$ cat src/rtl/tnt_ram_writer_pkg.sv
// Shared constants for the TNT RAM writer: host command codes and FSM states.
package tnt_ram_writer_pkg;

    // Host command codes carried on uio_in[2:1]
    localparam logic [1:0] CMD_SET_ADDR = 2'b00;
    localparam logic [1:0] CMD_WRITE    = 2'b01;
    localparam logic [1:0] CMD_READ     = 2'b10;
    localparam logic [1:0] CMD_CHECKSUM = 2'b11;

    // Handshake FSM: wait for strobe, execute one command, hold ack until strobe drops
    typedef enum logic [1:0] {
        StIdle = 2'b00,
        StExec = 2'b01,
        StHold = 2'b10
    } state_e;

endpackage

$ cat src/rtl/tnt_strobe_sync.sv
// Two-flop synchronizer for the asynchronous host strobe, plus a rising-edge detector.
module tnt_strobe_sync (
    input  logic clk_i,
    input  logic rst_ni,
    input  logic strobe_i,
    output logic level_o,
    output logic rise_o
);

    logic meta_q;
    logic sync_q;
    logic prev_q;

    // Synchronizer chain plus one delayed copy for edge detection
    always_ff @(posedge clk_i or negedge rst_ni) begin
        if (!rst_ni) begin
            meta_q <= 1'b0;
            sync_q <= 1'b0;
            prev_q <= 1'b0;
        end else begin
            meta_q <= strobe_i;
            sync_q <= meta_q;
            prev_q <= sync_q;
        end
    end

    assign level_o = sync_q;
    assign rise_o  = sync_q & ~prev_q;

endmodule

$ cat src/rtl/tt_um_tnt_ram_writer.sv
// Byte-wide register-file RAM driven by a strobe/ack host handshake.
// Optional feature: define RAM_CHECKSUM_EN to add an XOR accumulator over every
// WRITE since reset, readable with the CHECKSUM command.
module tt_um_tnt_ram_writer
    import tnt_ram_writer_pkg::*;
#(
    parameter int unsigned ADDR_W = 6
) (
    input  logic       clk,
    input  logic       rst_n,
    input  logic       ena,
    input  logic [7:0] ui_in,
    input  logic [7:0] uio_in,
    output logic [7:0] uo_out,
    output logic [7:0] uio_out,
    output logic [7:0] uio_oe
);

    localparam int unsigned Depth = 2 ** ADDR_W;

    logic [7:0]        mem_q [Depth];
    logic [ADDR_W-1:0] ptr_q;
    logic [ADDR_W-1:0] ptr_inc;
    logic [7:0]        data_q;
    logic              ack_q;
    state_e            state_q;

    logic              strobe_level;
    logic              strobe_rise;
    logic [1:0]        cmd;
    logic              mem_we;
    logic              unused_uio;

`ifdef RAM_CHECKSUM_EN
    logic [7:0]        csum_q;
`endif

    assign cmd        = uio_in[2:1];
    assign unused_uio = ^uio_in[7:3];
    // Increment wraps naturally at the pointer width
    assign ptr_inc    = ptr_q + ADDR_W'(1);
    assign mem_we     = (state_q == StExec) && (cmd == CMD_WRITE);

    tnt_strobe_sync u_strobe_sync (
        .clk_i    (clk),
        .rst_ni   (rst_n),
        .strobe_i (uio_in[0]),
        .level_o  (strobe_level),
        .rise_o   (strobe_rise)
    );

    // RAM array; contents deliberately survive reset
    always_ff @(posedge clk) begin
        if (mem_we) begin
            mem_q[ptr_q] <= ui_in;
        end
    end

    // Handshake FSM with pointer, read-data and ack registers
    always_ff @(posedge clk or negedge rst_n) begin
        if (!rst_n) begin
            state_q <= StIdle;
            ptr_q   <= '0;
            data_q  <= 8'h00;
            ack_q   <= 1'b0;
`ifdef RAM_CHECKSUM_EN
            csum_q  <= 8'h00;
`endif
        end else begin
            unique case (state_q)
                StIdle: begin
                    // ena only gates the start of a transaction
                    if (ena && strobe_rise) begin
                        state_q <= StExec;
                    end
                end
                StExec: begin
                    ack_q   <= 1'b1;
                    state_q <= StHold;
                    unique case (cmd)
                        CMD_SET_ADDR: ptr_q <= ui_in[ADDR_W-1:0];
                        CMD_WRITE: begin
                            ptr_q  <= ptr_inc;
`ifdef RAM_CHECKSUM_EN
                            csum_q <= csum_q ^ ui_in;
`endif
                        end
                        CMD_READ: begin
                            data_q <= mem_q[ptr_q];
                            ptr_q  <= ptr_inc;
                        end
                        CMD_CHECKSUM: begin
`ifdef RAM_CHECKSUM_EN
                            data_q <= csum_q;
`endif
                        end
                        default: ;
                    endcase
                end
                StHold: begin
                    // A strobe held high stays here, so it executes only once
                    if (!strobe_level) begin
                        ack_q   <= 1'b0;
                        state_q <= StIdle;
                    end
                end
                default: begin
                    state_q <= StIdle;
                    ack_q   <= 1'b0;
                end
            endcase
        end
    end

    assign uo_out  = data_q;
    assign uio_out = {ack_q, 7'b0};
    assign uio_oe  = 8'h80;

endmodule

$ cat config.mk
export PLATFORM = sky130hd
export DESIGN_NAME = tt_um_tnt_ram_writer
export DESIGN_NICKNAME = d
export VERILOG_FILES = /design/src/rtl/tnt_ram_writer_pkg.sv /design/src/rtl/tnt_strobe_sync.sv /design/src/rtl/tt_um_tnt_ram_writer.sv
export SDC_FILE = /design/constraint.sdc
export NUM_CORES = 1
export LEC_CHECK = 0
export CAP_MARGIN = 0
export CORE_ASPECT_RATIO = 1.5
export CORE_MARGIN = 3
export CORE_UTILIZATION = 60
export CTS_CLUSTER_DIAMETER = 30
export CTS_CLUSTER_SIZE = 14
export DETAILED_ROUTE_END_ITERATION = 6
export PLACE_DENSITY = 0.77
export SLEW_MARGIN = 20
export SYNTH_ARGS = -nofsm -noshare
export SYNTH_HDL_FRONTEND = slang
export SYNTH_SLANG_ARGS = --single-unit
$ cat constraint.sdc
create_clock -name clk -period 2.9 [get_ports clk]
set_clock_uncertainty 0.1 [all_clocks]
set_input_delay 0.435 -clock clk [delete_from_list [all_inputs] [get_ports clk]]
set_output_delay 0.435 -clock clk [all_outputs]
set_load 0.1 [all_outputs]
### Word level (Yosys, flattened, before mapping)

Memories as Yosys holds them, arrays and structs flattened. A register that Yosys moved wholly into a read port is not among the register bits.
Cells that the tools add are included.

* register bits: 12
* latch bits: 0
* bits in writable memories: 512
* bits in read-only memories: 0
* input bits: 19
* output and inout port bits: 24
* logic and storage cells: 36
* memories kept: 1

* add/sub/neg operators: 1
* $mul: 0
* div/mod/pow operators: 0
* magnitude comparators: 0
* equality and inequality tests: 6
* shifts and indexed selects: 0
* multiplexer cells: 8
* bitwise operators: 3
* reductions and logical operators: 11

Memories
* mem_q: depth 64, width 8, rd ports 1, clocked after Yosys merged registers in 1, write ports 1, RTL line tt_um_tnt_ram_writer.sv:21 `logic [7:0] mem_q [Depth];`

Operators with widths (count)
* $pmux 6 s2: 1
* $reduce_and 2->1: 4
* $add 6x1->6 const B: 1
* $pmux 2 s3: 1
* $eq 2x1->1 const B: 2
* $eq 2x2->1 const B: 2
* $logic_not 2->1: 2
* $mux 2: 2
* $ne 2x2->1 const B: 2
* $mux 1: 3
* $pmux 1 s3: 1
* $logic_and 1x1->1: 2
* $not 1->1: 2
* $reduce_bool 2->1: 1
* $reduce_or 2->1: 1
* $and 1x1->1: 1
* $logic_not 1->1: 1

### Depth between registers and ports, before layout

* depth in word-level cells: 5
* mapped depth: 11
* gate-level depth less buffers: 7

### By module

Synthesis repeated with hierarchy kept, for this count alone.

* cells, all modules: 1207
* area total of the unflattened synthesis: 21195.3 um^2

By module, submodules not included
* tt_um_tnt_ram_writer: times used 1, cells an instance 1203, area an instance 21106.5 um^2, sequential area each 15800.2 um^2
* tnt_strobe_sync: times used 1, cells an instance 4, area an instance 88.8 um^2, sequential area each 75.1 um^2

### Worst setup path before layout

OpenSTA, ideal clock, no wires.

* path type: register to register
* from: reg ptr_q[2]
* to: mem mem_q[14][0], enable pin
* library setup time: 0.370 ns
* arrival: 1.932 ns
* data required time: 2.430 ns
* path slack: 0.498 ns
* stages on the path, launching flop included: 8
* buffers on the path: 4
* clock period less this slack: 2.402 ns
* path through: dfrtp_1 > buf_4 > buf_4 > buf_2 > buf_2 > and3_1 > nand2_1 > nor2_1

RTL lines
* from (decl): RTL line tt_um_tnt_ram_writer.sv:22 `logic [ADDR_W-1:0] ptr_q;`
* from (signal assigned): RTL line tt_um_tnt_ram_writer.sv:81 `CMD_SET_ADDR: ptr_q <= ui_in[ADDR_W-1:0];`
* from (signal assigned): RTL line tt_um_tnt_ram_writer.sv:83 `ptr_q <= ptr_inc;`
* from (signal assigned): RTL line tt_um_tnt_ram_writer.sv:90 `ptr_q <= ptr_inc;`
* to (decl): RTL line tt_um_tnt_ram_writer.sv:21

No word-level cell before the write port.

### Final worst setup path

* from: reg ptr_q[0]
* to: mem mem_q[30][7], enable pin

No word-level cell before the write port.

==> reports/metrics.csv <==
metric;value;unit
CP Launch Type;flip-flop;
min-delay worst type;input port to async pin;
synth unique cells;58;
YS warnings;0;
delay-heaviest family, CP;simple AND/OR/NAND/NOR gates;
GRT Total Usage;30.0;%
Die H;236;um
area leader, netlist;edfxtp_1;
fillers;2069;
number of synthesized flops with an enable pin;512;
ys flop type;edfxtp_1;
vias in the first global route;12727;
Gate Count Post-Synth;1209;
HPWL after DPL;34.8;mm
endpoints failing setup;0;
Site Rows;83;
CTS Buffer Depth;3;
slowest CP cell;dfrtp_4;
Crit path required time;3.08;ns
via count;12672;
RSZ-0062 raised after global routing;false;
synth cell count leaders;edfxtp_1, nor2_1, mux2i_1, mux4_2, a22oi_1;
CTS Sinks;532;
DR WL/cell;29.3;um
final hold vios;0;
LEAKAGE;8.36;nW
largest cells by area after synthesis;edfxtp_1, mux4_2, mux2i_1;
initial antenna violation count;0;
first-pass GRT wire length;82.8;mm
WP buf/inv;4;
Synth Register Bits;532;
# diodes;0;
register area share after synthesis;75.2;%
count of input and output buffers;22;
Residual DRC;0;
# hold bufs at CTS;0;
clk slew on worst S/H paths;0.05;ns
largest net degree at the start of global routing;47;
Placed Area;22600;um2
Max H-tree Level;3;
most frequent cell after synthesis;edfxtp_1;
Die Footprint;37500;um2
post-synth top area share;72.9;%
buffer count from post-CTS setup fixing;0;
GRT overflow;0;
most used cell, CP;buf_4;
worst stage delay on the critical path;0.56;ns
crit-path max FO;39;
PwrDens;937;nW/um2
Crit Reg-Reg Startpoint;ptr_q[0];
Pint;15.9;mW
Worst-Margin Slew;0.781;ns
first-pass iteration count of the detailed router;5;
final RePlAce weighted congestion;0.952;
worst setup path start;ptr_q[0];
mapped cell area;21100;um2
status;finished clean;
vias per cell;6.68;
Final Cell Area;25000;um2
fin crit share;95.2;%
Core ar.;34500;um2
Critical Path Sink Type;flip-flop;
Psw;7.50;mW
Die Wd;159;um
area of the multi-input gates;4720;um2
share of layout cells above drive strength 1;26.7;%
Detail Route Antenna Nets;0;
Starting Density;61.2;%
Root Buffer;clkbuf_16;
register area;15900;um2
Final Max Tran Viols;0;
Final nets;1394;
CTS Buf Count;72;
minimum clock period after layout;2.76;ns
Comb power frac;26.1;%
CTS tree;built;
post-cts resize count;0;
CP Data Arrival Time;2.95;ns
peak supply drop;0.000560;V
average size of a mapped cell;17.5;um2
fmax;0.362;GHz
switching part of the total power;32.1;%
TNS Setup;0;ns
CP Cell Sequence;buf_12 > nor2b_2 > buf_4 > buf_4 > nand2_1 > nor2_1 > buf_4;
DRT iter0 DRCs;1662;
Worst slew margin;48.0;%
num ports;43;
Reg power frac;37.6;%
ys async rst share;3.76;%
Syn-to-layout area delta;18.3;%
Final Util;72.4;%
DRT Wirelength;55.6;mm
Clk Latency, worst-skew pair;0.59;ns
critical path class;flip-flop to flip-flop;
Clock power frac;36.4;%
max_cap viols;0;
state kept, by name (all words and copies together), names as in the netlist:
name,count
u_strobe_sync.level_o,1
uo_out,8
u_strobe_sync.prev_q,1
ptr_q,6
mem_q,512
u_strobe_sync.meta_q,1
state_q,2
ack_q,1
power groups by stage:
stage	Combinational (mW)	Clock [mW]	Sequential [mW]
3_5_place_dp	5.91	0	8.92
4_1_cts	5.99	8.58	8.76
6_report	6.10	8.51	8.78
3_3_place_gp	5.86	0	8.92
5_1_grt	6.32	8.92	8.78
2_1_floorplan	3.48	0	9.17
per-layer routing:
metal | up-vias | share of wire [%] | wire length (um) | global-route usage, %
met4 | 0 | 6.7 | 3730 | 18.0
li1 | 5185 | - | - | -
met5 | - | 0 | 0 | 0
met2 | 941 | 48 | 26900 | 47.6
met3 | 209 | 11 | 6100 | 6.02
met1 | 6337 | 34 | 18900 | 38.7
cells by family after synthesis:
kind of cell / count (synthesis) / synth area share (%)
mux: 143 / 9.82
buf+inv: 100 / 2.66
compound gates: 237 / 7.97
flops: 532 / 75.2
other cells: 2 / 0.0356
fa+ha+maj: 4 / 0.237
simple gates: 191 / 4.06
through the flow:
stage	hold slack, ns	total power, mW	cells	setup slack (ns)
after global routing	0.193	24.0	1896	0.137
after CTS	0.180	23.3	1896	0.229
after global placement	0.237	14.8	1764	0.224
final	0.195	23.4	1896	0.139
after floorplan	0.0394	12.6	1222	0.498
after detailed placement	0.240	14.8	1764	0.195
path summary, 6_finish.rpt:
kind,cells past startpoint,slack [ns],end
max,7,0.14,mem_q[30][7]
min,1,0.19,ptr_q[1]
max reg2reg,7,0.14,mem_q[30][7]
min in group clk,1,0.20,u_strobe_sync.meta_q
max in group asynchronous,2,1.87,uo_out[7]
min reg2reg,0,0.27,u_strobe_sync.level_o
worst register-to-register path: stages (launching register included):
cell	delay, ns
dfrtp_4	0.56
buf_12	0.21
nor2b_2	0.23
buf_4	0.19
buf_4	0.18
nand2_1	0.45
nor2_1	0.32
buf_4	0.22
layout by cell type, fill, tap and decap left out, types with 17 or more instances in the layout:
cell / n
a21oi_1: 38
a221oi_1: 38
a22oi_1: 44
buf_4: 146
clkbuf_16: 75
dfrtp_1: 17
edfxtp_1: 512
inv_6: 19
mux2_2: 41
mux2i_1: 54
mux4_2: 47
nand2_1: 36
nor2_1: 100
o21ai_0: 37
layout make-up:
| class | instances | area share [%] |
|---|---|---|
| Clock buffer | 82 | 7.62 |
| Multi-Input combinational cell | 590 | 18.9 |
| Timing Repair Buffer | 170 | 5.63 |
| Sequential cell | 532 | 63.6 |
| Tap cell | 467 | 2.34 |
| Clock inverter | 50 | 1.78 |
| Inverter | 5 | 0.0752 |
(Power assumes the default switching activity.)
